## src/rtl/aes_pkg.sv

```systemverilog
// Shared AES-128 constants and the key-schedule controller state encoding.
package aes_pkg;

   localparam int AES128_LAST_ROUND = 10;
   localparam int AES128_KEY_W      = 128;

   typedef enum logic [1:0] {
      IDLE    = 2'd0,
      ISSUE   = 2'd1,
      WAIT    = 2'd2,
      PRESENT = 2'd3
   } ks_state_t;

endpackage

```

## src/rtl/aes128_key_sched_ctrl_if.sv

```systemverilog
// Key-input and round-key handshakes of the AES-128 key-schedule controller.
interface aes128_key_sched_ctrl_if
   import aes_pkg::*;
#(
   parameter int KEY_W = AES128_KEY_W
);

   logic [KEY_W-1:0] key_in;
   logic             key_in_valid;
   logic             key_in_ready;

   logic [KEY_W-1:0] rk_out;
   logic [3:0]       rk_round;
   logic             rk_valid;
   logic             rk_ready;
   logic             rk_last;

   // master: the controller (accepts cipher keys, sources round keys)
   modport master (
      input  key_in, key_in_valid, rk_ready,
      output key_in_ready, rk_out, rk_round, rk_valid, rk_last
   );

   // slave: the surrounding logic (sources cipher keys, consumes round keys)
   modport slave (
      output key_in, key_in_valid, rk_ready,
      input  key_in_ready, rk_out, rk_round, rk_valid, rk_last
   );

endinterface

```

## src/rtl/aes128_key_sched_ctrl.sv

```systemverilog
// Sequences the external AES-128 key generator through rounds 0..LAST_ROUND and
// hands each captured round key to the encryption datapath over valid/ready.
module aes128_key_sched_ctrl
   import aes_pkg::*;
#(
   parameter int KEY_W      = AES128_KEY_W,
   parameter int LAST_ROUND = AES128_LAST_ROUND
) (
   input  logic                    clk,
   input  logic                    rst,
   aes128_key_sched_ctrl_if.master ks,
   input  logic                    abort,
   output logic                    kg_en,
   output logic [3:0]              kg_round,
   output logic [KEY_W-1:0]        kg_key,
   input  logic [KEY_W-1:0]        kg_current_key,
   input  logic                    kg_key_valid,
   output logic                    busy,
   output logic                    done
);

   localparam logic [3:0] LAST_R = 4'(LAST_ROUND);

   ks_state_t        state;
   logic [3:0]       r;
   logic [KEY_W-1:0] key_reg;

   assign kg_round        = r;
   assign kg_key          = key_reg;
   assign ks.key_in_ready = (state == IDLE);
   assign busy            = (state != IDLE);
   assign ks.rk_last      = ks.rk_valid && (ks.rk_round == LAST_R);

   always_ff @(posedge clk) begin
      if (!rst) begin
         state       <= IDLE;
         r           <= '0;
         key_reg     <= '0;
         kg_en       <= 1'b0;
         done        <= 1'b0;
         ks.rk_out   <= '0;
         ks.rk_round <= '0;
         ks.rk_valid <= 1'b0;
      end else begin
         kg_en <= 1'b0;
         done  <= 1'b0;
         if (abort && (state != IDLE)) begin
            state       <= IDLE;
            ks.rk_valid <= 1'b0;
         end else begin
            // kg_en is raised on every entry into ISSUE so it is high for exactly that cycle
            case (state)
               IDLE: begin
                  if (ks.key_in_valid) begin
                     key_reg <= ks.key_in;
                     r       <= '0;
                     kg_en   <= 1'b1;
                     state   <= ISSUE;
                  end
               end
               ISSUE: begin
                  state <= WAIT;
               end
               WAIT: begin
                  if (kg_key_valid) begin
                     ks.rk_out   <= kg_current_key;
                     ks.rk_round <= r;
                     ks.rk_valid <= 1'b1;
                     state       <= PRESENT;
                  end
               end
               PRESENT: begin
                  if (ks.rk_ready) begin
                     ks.rk_valid <= 1'b0;
                     if (r == LAST_R) begin
                        done  <= 1'b1;
                        state <= IDLE;
                     end else begin
                        r     <= r + 4'd1;
                        kg_en <= 1'b1;
                        state <= ISSUE;
                     end
                  end
               end
               default: begin
                  state <= IDLE;
               end
            endcase
         end
      end
   end

endmodule

```

## src/flat_wrapper.sv

```systemverilog
// flat-port wrapper written by rule: the top's interface ports become plain ports
module aes128_key_sched_ctrl_flat import aes_pkg::*;
#(
   parameter int KEY_W      = AES128_KEY_W,
   parameter int LAST_ROUND = AES128_LAST_ROUND
)
  (clk, rst, abort, kg_en, kg_round, kg_key, kg_current_key, kg_key_valid, busy, done, ks_key_in, ks_key_in_valid, ks_rk_ready, ks_key_in_ready, ks_rk_out, ks_rk_round, ks_rk_valid, ks_rk_last);
  aes128_key_sched_ctrl_if #(.KEY_W(KEY_W)) ks_i ();
  input  logic clk;
  input  logic rst;
  input  logic abort;
  output logic kg_en;
  output logic [3:0] kg_round;
  output logic [KEY_W-1:0] kg_key;
  input  logic [KEY_W-1:0] kg_current_key;
  input  logic kg_key_valid;
  output logic busy;
  output logic done;
  input wire logic [$bits(ks_i.key_in)-1:0] ks_key_in;
  input wire logic [$bits(ks_i.key_in_valid)-1:0] ks_key_in_valid;
  input wire logic [$bits(ks_i.rk_ready)-1:0] ks_rk_ready;
  output wire logic [$bits(ks_i.key_in_ready)-1:0] ks_key_in_ready;
  output wire logic [$bits(ks_i.rk_out)-1:0] ks_rk_out;
  output wire logic [$bits(ks_i.rk_round)-1:0] ks_rk_round;
  output wire logic [$bits(ks_i.rk_valid)-1:0] ks_rk_valid;
  output wire logic [$bits(ks_i.rk_last)-1:0] ks_rk_last;
  assign ks_i.key_in = ks_key_in;
  assign ks_i.key_in_valid = ks_key_in_valid;
  assign ks_i.rk_ready = ks_rk_ready;
  assign ks_key_in_ready = ks_i.key_in_ready;
  assign ks_rk_out = ks_i.rk_out;
  assign ks_rk_round = ks_i.rk_round;
  assign ks_rk_valid = ks_i.rk_valid;
  assign ks_rk_last = ks_i.rk_last;
  aes128_key_sched_ctrl #(.KEY_W(KEY_W), .LAST_ROUND(LAST_ROUND)) u_core (.clk(clk), .rst(rst), .ks(ks_i), .abort(abort), .kg_en(kg_en), .kg_round(kg_round), .kg_key(kg_key), .kg_current_key(kg_current_key), .kg_key_valid(kg_key_valid), .busy(busy), .done(done));
endmodule
```

## config.mk

```make
export PLATFORM = sky130hd
export DESIGN_NAME = aes128_key_sched_ctrl_flat
export DESIGN_NICKNAME = d
export VERILOG_FILES = /design/src/rtl/aes_pkg.sv /design/src/rtl/aes128_key_sched_ctrl_if.sv /design/src/rtl/aes128_key_sched_ctrl.sv /design/src/flat_wrapper.sv
export SDC_FILE = /design/constraint.sdc
export NUM_CORES = 1
export LEC_CHECK = 0
export CAP_MARGIN = 20
export CORE_AREA = 4 4 204 206
export CTS_BUF_LIST = sky130_fd_sc_hd__clkbuf_16
export CTS_CLUSTER_DIAMETER = 60
export DETAILED_ROUTE_END_ITERATION = 6
export DIE_AREA = 0 0 208 210
export GPL_TIMING_DRIVEN = 1
export PLACE_DENSITY = 0.55
export SLEW_MARGIN = 10
export SYNTH_ARGS = -nofsm -noshare
export SYNTH_HDL_FRONTEND = slang
export SYNTH_SLANG_ARGS = --single-unit
```

## constraint.sdc

```tcl
create_clock -name clk -period 2.3 [get_ports clk]
set_clock_uncertainty 0.15 [all_clocks]
set_input_delay 0.46 -clock clk [delete_from_list [all_inputs] [get_ports clk]]
set_output_delay 0.46 -clock clk [all_outputs]
set_load 0.005 [all_outputs]
```

Word level (Yosys, flattened, before mapping)
Cells that the tools add are included.

Input bits: 262. Flip-flop bits (word level): 269. Word-level logic and storage cells: 52. Output and inout bits: 270.

Add/sub/neg operators: 1. Bitwise logic cells: 4. Reduce and logical (&&, ||, !) cells: 13. Eq/ne operators: 9. Muxes and demuxes: 17.

Operators by type and width (count): 4-bit two-way mux (3); 3-bit AND reduction (4); 4-bit == test, second input constant (2); 2-bit != test, second input constant (4); 2-bit case mux with 4 select lines (1); 4-bit case mux with 2 select lines (1); 1-bit two-way mux (7); 2-bit two-way mux (3); 2-bit nonzero test (3); 5-bit AND reduction (1); 4-bit by 1-bit adder with 4-bit output, second input constant (1); 2-bit == test, second input constant (2); 1-bit NOT (4); 1-bit case mux with 2 select lines (2); 4-bit OR reduction (1); 2-bit by 1-bit == test with 1-bit output, second input constant (1); 1-bit logical AND (2); 2-bit logical NOT (1); 2-bit OR reduction (1).

Depth between registers and ports, before layout
Gate-level depths: netlist (run 1).

Depth in word-level cells: 4. Depth in mapped cells: 9. Gate-level depth less buffers: 6.

Least setup slack after synthesis (run 1)
No wires, ideal clock.

Path kind: register -> register. Start: register u_core.state[1]. End: register u_core.r[3], in the netlist u_core.kg_round[3]. Library setup time: 0.074 ns. Data required time: 2.076 ns. Clock period less this slack: 1.951 ns. Cell stages (with the launch flop): 7. Arrival time: 1.727 ns. Path slack: 0.349 ns. Path buffers: 0. Cell sequence: dfxtp_1 inv_1 ha_1 nor2b_4 a211o_1 or4_1 a31oi_1.

Longest elaborated chain between the ends: 4. Elaborated cells on any way between the ends: 11. Classes of those cells: eq/ne: 4; mux: 1; bitwise: 1; reduce/logical: 5.

RTL lines: start, declared (RTL line aes128_key_sched_ctrl.sv:24) `ks_state_t state;`; start signal, assigned (RTL line aes128_key_sched_ctrl.sv:36) `state <= IDLE;`; start signal, assigned (RTL line aes128_key_sched_ctrl.sv:48) `state <= IDLE;`; start signal, assigned (RTL line aes128_key_sched_ctrl.sv:58) `state <= ISSUE;`; branches (longest 4 deep; another with 5-bit AND reduction); end signal, assigned (RTL line aes128_key_sched_ctrl.sv:79) `r <= r + 4'd1;`; end, declared (RTL line aes128_key_sched_ctrl.sv:25) `logic [3:0] r;`.

Several ways; the timed one is not identified. A chain may end at the register's enable or synchronous reset.

Worst setup path after layout (run 1)
Start: register u_core.r[1], in the netlist u_core.kg_round[1]. End: output port kg_round[1].

RTL lines: end, declared (RTL line flat_wrapper.sv:13) `output logic [3:0] kg_round;`.

No word-level cell between the ends.

==> results of run 1 <==
tightest hold or removal path: stages (launching register included):
cell and delay, ns:
dfxtp_1 0.30, nand2_1 0.05, a21oi_1 0.05
final cells by class:
type	instances	area, µm²
clock buffer	37	926
sequential	269	5390
tap	525	657
fill	4011	23100
multi-input combinational	829	3630
timing repair buffer	566	5800
clock inverter	23	143
inverter	8	37.5
final timing paths:
kind | startpoint | endpoint | slack, ns | cells past startpoint
worst max-delay path | u_core.kg_round[1]$_SDFFE_PN0P_ | kg_round[1] | 0.13 | 1
worst min-delay path | u_core.kg_key[102]$_SDFFE_PN0P_ | u_core.kg_key[102]$_SDFFE_PN0P_ | 0.30 | 2
worst max register to register | u_core.state[1]$_SDFFE_PP0P_ | u_core.kg_round[2]$_SDFFE_PN0P_ | 0.26 | 7
worst min register to register | u_core.kg_key[102]$_SDFFE_PN0P_ | u_core.kg_key[102]$_SDFFE_PN0P_ | 0.30 | 2
layer usage:
metal  share of wire, %  track usage [%]
met5              0.091                0
met3                 11             8.50
met4                1.6             3.83
met2                 49             29.8
met1                 38             19.1
kinds of logic (layout without fill, tap and decap cells):
group	after synthesis	count (layout)	synth area share (%)
AOI/OAI and AO/OA	277	277	15.1
adders and majority gates	6	6	0.803
buffers and inverters	94	634	3.91
DFF	269	269	57.6
muxes	1	1	0.107
and+or+nand+nor	545	545	22.5
per-stage QoR:
| step | util (%) | setup TNS, ns | area [µm²] |
|---|---|---|---|
| after CTS | 41.8 | 0 | 16600 |
| final | 41.8 | 0 | 16600 |
| after global placement | 39.1 | -0.0688 | 15500 |
| after detailed placement | 39.1 | -0.0219 | 15500 |
| after global routing | 41.8 | 0 | 16600 |
| after floorplan | - | 0 | 9350 |
flip-flops by register name (all words and copies together), names as in the netlist:
signal	cells
u_core.ks.rk_valid	1
u_core.ks.rk_out	128
u_core.done	1
u_core.kg_en	1
u_core.kg_key	128
u_core.state	2
u_core.kg_round	4
u_core.ks.rk_round	4
placed cells by master, fill, tap and decap left out, types with 2 or more instances in the layout:
cell and count:
clkinv_1 8, clkbuf_16 37, dfxtp_2 5, clkdlybuf4s50_1 528, dfxtp_1 264, dlygate4sd2_1 3, ha_1 5, inv_8 3
or3_1 2, a211oi_1 2, buf_4 17, inv_1 11, o21ai_0 4, a21oi_1 264, clkinv_2 5, nand3_1 3
nor2_1 4, nand2_1 523, buf_12 18
power groups by stage:
stage / combinational, mW / sequential (mW) / clock, mW
after global placement: 4.43 / 5.75 / 0
after floorplan: 1.61 / 5.80 / 0
after global routing: 4.78 / 5.76 / 5.49
after detailed placement: 4.45 / 5.78 / 0
after CTS: 4.47 / 5.69 / 5.28
final: 4.36 / 5.68 / 5.06
what timing repair did:
| action | in CTS | in global routing |
|---|---|---|
| setup buffers | 0 | 0 |
| resized for setup | 9 | 1 |
| endpoints found under the setup margin | 6 | 1 |
==> results by group, run 1 <==
Power
  – Leakage Power: about 6 nW
  – PwrDens: 911 nW/µm²
  – Sw power: 4.45 mW
  – Peak VDD IR: between 0.5 and 0.6 mV
  – Part of the power in registers: a little under two fifths
  – Combinational power share: roughly 29%
  – Net Sw Frac: slightly below 30%
  – Clk network pwr share: about a third
  – Pint: roughly 11 mW
  – Final Power: roughly 15 mW

Detailed routing
  – Drc violations: 0
  – Vias per cell: around 4.3
  – Routed wire length: 39.6 mm
  – Detailed-route via count: between 9,000 and 10,000
  – Post-detailed-route count of antenna-violating nets: 0
  – Drt first pass iters: 4
  – Routed wire per std cell: between 15 and 20 µm
  – DR iter-0 viols: approximately 380

Floorplanning
  – Initial Utilization: about a quarter
  – IO Count: roughly 530
  – Full die area: between 40,000 and 50,000 µm²
  – Die Width: 208 µm
  – Chip height: 210 µm
  – Placeable Area: approximately 40,000 µm²
  – # rows: between 70 and 80

CTS
  – CTS H-tree lvls: 2
  – Hold-fix buffers at CTS: 0
  – Root Driver: clkbuf_16
  – CTS Buf Count: 34
  – Clk_lat worst skew: approximately 0.52 ns
  – Worst-path clk slew: 0.06 ns
  – CTS max path bufs: 3
  – Clock sink count: ~270
  – CTS tree: built

Flow run
  – Max Cap Viol: 0

Synthesis
  – Top cells by area, synth: dfxtp_1, nand2_1, a21oi_1, clkbuf_1, ha_1
  – Mean Syn Cell Area: approximately 8 µm²
  – Syn Inst Count: 1,192
  – Post-synth top cells: nand2_1, dfxtp_1, a21oi_1
  – EDFF count, synth: 0
  – Seq/Total Area, Yosys: a little under 60%
  – Syn Nets: approximately 1,500
  – Synth top area share: ~58%
  – Post-synth top area cell: dfxtp_1
  – Synth Cell Area: a little over 9000 µm²
  – Count leader, synth: nand2_1
  – Yosys warning total: 0
  – Ys async rst share: 0%
  – Prevailing post-synth register cell: dfxtp_1
  – Yosys reg bits: between 200 and 300
  – Unique cell type count in the Yosys netlist: 32

STA
  – Final hold vios: 0
  – Slew Limit Headroom: 71.9%
  – RSZ-0062 raised after global routing: false
  – Final worst slack: 0.130 ns
  – Minimum clock period: approximately 2.2 ns
  – WHS: about 0.3 ns
  – Slew at the pin with the worst max-slew slack: around 0.42 ns
  – Final setup fails: 0
  – Crit share post-route: about 94%
  – FMAX: around 460 MHz
  – Slew Limit Fails: 0

Global route
  – Vias in the first global route: between 9,000 and 10,000
  – Largest net degree at the start of global routing: 48
  – Grt total ovfl: 0
  – First-pass GRT wire length: roughly 59 mm
  – Tot GR Track Use: ~17%
  – Initial antenna violation count: 3

Critical path
  – CP Data Arrival Time: ~1.6 ns
  – Top Family by Delay on Critical Path: buffers and inverters
  – Critical path launch point type: flop
  – Required @ worst endpoint: roughly 1.7 ns
  – CP Capture Type: primary output
  – Crit path largest cell delay: roughly 0.63 ns
  – Buf+Inv Stages, Crit Path: 1
  – Slowest cell on the critical path: clkdlybuf4s50_1
  – CP max FO: 6
  – Setup CP Type: reg -> out
  – Crit path cell chain: clkdlybuf4s50_1

Place
  – Setup WS pre-CTS: -0.0219 ns
  – PortBufs: about 530
  – Placed cells: about 2,200
  – GP Congestion: approximately 0.83
  – Dpl hpwl: 29.9 mm

Cells and area
  – Share of cells above drive strength 1: 5.54%
  – Area grow syn2layout: 77.4%
  – Layout Nets: 1,976
  – Ant diodes: 0
  – Final std cells w/o fill: roughly 2,300

Hold path
  – HP Class: reg -> reg

Outcome
  – Status: completed
(Power assumes the default switching activity.)
==> run 2, diff against run 1 <==
RECOVER_POWER = 50   (was not set)
==> run 2 against run 1 <==
  * Die area stayed put
  * Sequential cell count did not move
  * Combinational power fell by 2%
  * Via count about the same
  * Maximum frequency up 1.2%
  * Sequential share of layout area grew 0.15 points
  * Total power shrank 0.69%
  * Non-clock buffer count did not move
  * Cell area down 0.45%
  * Cell count about the same
  * First-iteration DRC count decreased by 14%
  * Critical path type unchanged
  * Critical endpoint unchanged
==> results by group, run 2 (synthesis results as in run 1) <==
STA
  – Final setup fails: 0
  – Slew Limit Headroom: 43.2%
  – Final hold vios: 0
  – Final worst slack: about 0.15 ns
  – Minimum clock period: roughly 2.1 ns
  – Slew Limit Fails: 0
  – FMAX: 466 MHz
  – RSZ-0062 raised after global routing: false
  – Crit share post-route: around 93%
  – Total negative slack: 0 ns
  – WHS: approximately 0.30 ns
  – Slew at the pin with the worst max-slew slack: 0.852 ns

Global route
  – First-pass GRT wire length: just under 60 mm
  – Vias in the first global route: between 9,000 and 10,000
  – Tot GR Track Use: approximately 17%
  – Initial antenna violation count: 3
  – Largest net degree at the start of global routing: 48
  – Grt total ovfl: 0

Floorplanning
  – Die Width: approximately 210 µm
  – Placeable Area: about 40,000 µm²
  – IO Count: 532
  – Chip height: between 200 and 250 µm
  – # rows: 73
  – Initial Utilization: 23.6%
  – Full die area: roughly 44,000 µm²

Cells and area
  – Layout Nets: slightly below 2,000
  – Most frequent cells in the layout: nand2_1, clkdlybuf4s50_1, a21oi_1, dfxtp_1, dlygate4sd3_1
  – Share of cells above drive strength 1: ~5.4%
  – Area grow syn2layout: 76.6%
  – Most common cell after layout, fill and taps aside: nand2_1

CTS
  – CTS tree: built
  – Clk_lat worst skew: 0.52 ns
  – Clock sink count: 269
  – Worst-path clk slew: roughly 0.060 ns
  – CTS Buf Count: 34
  – CTS H-tree lvls: 2
  – Root Driver: clkbuf_16
  – CTS max path bufs: 3

Critical path
  – Crit path cell chain: clkdlybuf4s50_1
  – Critical path launch point type: flop
  – Worst R2R Path Depth: 6
  – Top Family by Delay on Critical Path: buffers and inverters
  – Slowest cell on the critical path: clkdlybuf4s50_1
  – CP Data Arrival Time: 1.54 ns
  – Crit path largest cell delay: roughly 0.60 ns
  – CP Capture Type: primary output
  – CP max FO: 6
  – Buf+Inv Stages, Crit Path: 1
  – Setup CP Type: reg -> out
  – Critical path depth: 1
  – Required @ worst endpoint: between 1.5 and 2 ns

Power
  – Leakage Power: 5.98 nW
  – Peak VDD IR: 0.545 mV
  – Final Power: about 15 mW
  – PwrDens: ~900 nW/µm²

Place
  – Dpl hpwl: about 30 mm
  – Setup WS pre-CTS: -0.0219 ns
  – PortBufs: approximately 530
  – GP Congestion: 0.830

Detailed routing
  – DR iter-0 viols: 327
  – Detailed-route via count: between 9,000 and 10,000
  – Drc violations: 0
  – Vias per cell: roughly 4.3
  – Routed wire per std cell: approximately 18 µm
  – Post-detailed-route count of antenna-violating nets: 0
  – Drt first pass iters: 4
  – Routed wire length: ~40 mm

Hold path
  – Hold Path Cell Cnt: 2
  – HP Class: reg -> reg

Outcome
  – Status: completed

Flow run
  – Max Cap Viol: 0
-- run 2: cell count changes in the layout (fill, tap and decap cells not counted), sizes merged --
cell | previous run | this run
dlygate4sd3 | 0 | 39
diode | 0 | 1
clkbuf | 37 | 42
clkdlybuf4s50 | 528 | 489
buf | 35 | 30
-- run 2: repair_timing --
action                                  4_1_cts  5_1_grt
setup buffers                                 0        0
endpoints found under the setup margin        6        1
resized for setup                             9        1
hold buffers                                  0        0
-- run 2: power breakdown --
group	switching, mW	internal (mW)
clock network	2.05	3.02
registers	0.350	5.33
logic	2.04	2.22
-- run 2: layer usage --
metal / global-route usage [%] / up-vias / wire, µm
li1: - / 4880 / -
met1: 19.1 / 4473 / 15200
met2: 29.8 / 375 / 19400
met3: 8.50 / 54 / 4260
met4: 3.83 / 6 / 702
met5: 0 / - / 36
-- run 2: metrics by stage --
stage / utilization (%) / area (µm²) / std cells
6_report: 41.6 / 16500 / 2258
5_1_grt: 41.6 / 16500 / 2257
4_1_cts: 41.8 / 16600 / 2257
3_5_place_dp: 39.1 / 15500 / 2197
3_3_place_gp: 39.1 / 15500 / 2197
2_1_floorplan: - / 9350 / 1192
-- run 2: worst paths after layout --
| check | startpoint | slack [ns] | endpoint |
|---|---|---|---|
| worst max-delay path | u_core.kg_round[1]$_SDFFE_PN0P_ | 0.15 | kg_round[1] |
| worst min register to register | u_core.ks.rk_out[2]$_SDFFE_PN0P_ | 0.30 | u_core.ks.rk_out[2]$_SDFFE_PN0P_ |
| worst min-delay path | u_core.ks.rk_out[2]$_SDFFE_PN0P_ | 0.30 | u_core.ks.rk_out[2]$_SDFFE_PN0P_ |
| worst max register to register | u_core.state[0]$_SDFFE_PP0P_ | 0.15 | u_core.kg_key[73]$_SDFFE_PN0P_ |
-- run 2: area by class of cell --
class                   count  area (µm²)
clock buffers              37         926
repair buffers            566        5730
well taps                 525         657
clock inverters            23         143
flip-flops and latches    269        5390
multi-input cells         829        3620
fillers                  4023       23100
inverters                   8        37.5
diodes                      1        2.50
-- run 2: worst min-delay path, stage by stage, from the launching register on --
cell and delay, ns:
dfxtp_1 0.30, nand2_1 0.05, a21oi_1 0.05
==> run 3, diff against run 2 <==
ABC_AREA = 1   (was not set)
CORE_AREA = 4 4 203 205   (was 4 4 204 206)
DIE_AREA = 0 0 207 209   (was 0 0 208 210)
PLACE_DENSITY = 0.56   (was 0.55)
==> run 3 against run 2 <==
  * Sequential cell count did not move
  * Sequential share of layout area barely moved
  * First-iteration DRC count rose by 79%
  * Worst hold slack got worse by 0.14 ns
  * Maximum frequency fell by 3.3%
  * Synthesized cell count rose by 1.7%
  * Cell area barely moved
  * Critical path depth did not move
  * Utilization rose by 0.17 points
==> results by group, run 3 <==
Synthesis
  – Syn Nets: 1,480
  – Top cells by area, synth: dfxtp_1, nor2_1, o21ai_0, clkbuf_1, buf_6
  – Post-synth top cells: nor2_1, dfxtp_1, o21ai_0
  – Yosys reg bits: 269
  – Syn Inst Count: between 1,000 and 1,500
  – Prevailing post-synth register cell: dfxtp_1
  – Synth Cell Area: roughly 9500 µm²
  – Unique cell type count in the Yosys netlist: 21
  – Post-synth top area cell: dfxtp_1
  – Count leader, synth: nor2_1
  – EDFF count, synth: 0
  – Mean Syn Cell Area: about 7.8 µm²
  – Ys async rst share: 0%
  – Yosys warning total: 0
  – Synth top area share: 56.8%
  – Seq/Total Area, Yosys: between 50 and 60%

Critical path
  – CP Capture Type: primary output
  – Top Family by Delay on Critical Path: buffers and inverters
  – CP max FO: 6
  – Crit path cell chain: clkdlybuf4s50_1
  – Buf+Inv Stages, Crit Path: 1
  – Slowest cell on the critical path: clkdlybuf4s50_1
  – Crit path largest cell delay: 0.63 ns
  – Critical path launch point type: flop
  – CP Data Arrival Time: roughly 1.6 ns
  – Setup CP Type: reg -> out
  – Required @ worst endpoint: approximately 1.7 ns

Floorplanning
  – Chip height: 209 µm
  – Placeable Area: between 30,000 and 40,000 µm²
  – Die Width: 207 µm
  – # rows: between 70 and 80
  – Initial Utilization: between 20% and 30%
  – Full die area: approximately 43,000 µm²
  – IO Count: between 500 and 600

Detailed routing
  – Drc violations: 0
  – Detailed-route via count: around 9,800
  – DR iter-0 viols: ~580
  – Drt first pass iters: 4
  – Routed wire length: approximately 38 mm
  – Vias per cell: ~4.3
  – Post-detailed-route count of antenna-violating nets: 0
  – Routed wire per std cell: about 17 µm

STA
  – Final setup fails: 0
  – Crit share post-route: between 90% and 100%
  – FMAX: about 450 MHz
  – Slew Limit Headroom: approximately half
  – Slew Limit Fails: 0
  – Slew at the pin with the worst max-slew slack: 0.738 ns
  – Final hold vios: 0
  – Total negative slack: 0 ns
  – RSZ-0062 raised after global routing: false
  – Minimum clock period: about 2.2 ns

Cells and area
  – Area grow syn2layout: 73.9%
  – Register Area: ~5400 µm²
  – Layout Nets: around 2,000
  – # fillers: between 4,000 and 5,000
  – Most common cell after layout, fill and taps aside: nor2_1
  – Ant diodes: 0
  – Share of cells above drive strength 1: 4.97%
  – Most frequent cells in the layout: nor2_1, clkdlybuf4s50_1, dfxtp_1
  – Multi-input gate area: between 3000 and 4000 µm²
  – Finished layout cell area: around 16,000 µm²

Global route
  – Largest net degree at the start of global routing: 46
  – Vias in the first global route: approximately 9,700
  – Initial antenna violation count: 1
  – Tot GR Track Use: 16.6%
  – Grt total ovfl: 0
  – First-pass GRT wire length: ~58 mm

Outcome
  – Status: completed

CTS
  – Root Driver: clkbuf_16
  – CTS max path bufs: 3
  – CTS Buf Count: 35
  – Setup bufs post-CTS: 0
  – Clk_lat worst skew: ~0.52 ns
  – Clock sink count: around 270
  – Hold-fix buffers at CTS: 0
  – Worst-path clk slew: around 0.06 ns
  – CTS tree: built
  – CTS H-tree lvls: 2

Flow run
  – Max Cap Viol: 0

Power
  – Leakage Power: roughly 6.8 nW
  – PwrDens: roughly 1000 nW/µm²
  – Peak VDD IR: about 0.53 mV

Place
  – Dpl hpwl: around 28 mm
  – Placed inst area: approximately 15,000 µm²
  – PortBufs: roughly 530
  – GP Congestion: ~0.8

Hold path
  – HP Class: in -> reg
==> run 3: layout make-up <==
class,instances,area share [%]
repair buffers,566,34.5
flip-flops and latches,269,32.6
multi-input cells,840,21.6
clock buffers,35,5.31
well taps,525,3.98
clock inverters,24,1.55
inverters,18,0.440
==> run 3: logic make-up after synthesis <==
family                   share of synthesized area (%)
AND/OR/NAND/NOR                                   22.5
AO/OA/AOI/OAI                                     14.5
flip-flops                                        56.8
adder cells (fa/ha/maj)                          0.791
buffers and inverters                             5.46
==> run 3: final timing paths <==
path / start / endpoint / slack (ns) / depth (start not counted)
max: u_core.kg_round[1]$_SDFFE_PN0P_ / kg_round[1] / 0.08 / 1
min: rst / u_core.kg_round[3]$_SDFFE_PN0P_ / 0.16 / 3
max reg2reg: u_core.state[1]$_SDFFE_PP0P_ / u_core.ks.rk_out[84]$_SDFFE_PN0P_ / 0.20 / 10
min reg2reg: u_core.kg_key[12]$_SDFFE_PN0P_ / u_core.kg_key[12]$_SDFFE_PN0P_ / 0.32 / 2
==> run 3: per-stage QoR <==
stage	power [mW]	instances	hold WS [ns]	util, %	setup WS, ns
finish	16.8	2277	0.159	41.8	0.0818
global route	17.9	2277	0.164	41.8	0.0179
CTS	17.3	2277	0.133	42.0	0.000225
detailed placement	11.8	2218	0.319	39.2	0.147
global placement	11.7	2218	0.311	39.2	0.182
floorplan	8.41	1212	0.312	-	0.672
==> run 3: worst reg2reg max path: cells and delay by family (launching register included) <==
kind,cells,cell delay (ns)
buffers and inverters,5,0.71
AND/OR/NAND/NOR,4,0.62
flip-flops,1,0.33
adder cells (fa/ha/maj),1,0.20
==> run 3: per-layer routing <==
| metal | GRT usage, % | up-vias | share of wire (%) |
|---|---|---|---|
| met5 | 0 | - | 0.040 |
| met4 | 5.65 | 2 | 2.8 |
| met3 | 6.61 | 61 | 9.5 |
| met2 | 27.9 | 398 | 47 |
| met1 | 19.4 | 4429 | 40 |
| li1 | - | 4918 | - |
==> run 3: power by group <==
part | leakage (nW) | total [mW] | internal, mW | switching (mW)
Sequential | 2.20 | 6.17 | 5.67 | 0.495
Combinational | 4.06 | 5.20 | 2.73 | 2.47
Clock | 0.574 | 5.43 | 3.34 | 2.10
==> run 3: what timing repair did <==
| item | in CTS | in global routing |
|---|---|---|
| resized for setup | 4 | 1 |
| pin swaps | 0 | 0 |
| endpoints found under the setup margin | 4 | 1 |
| endpoints found under the hold margin | 0 | 0 |
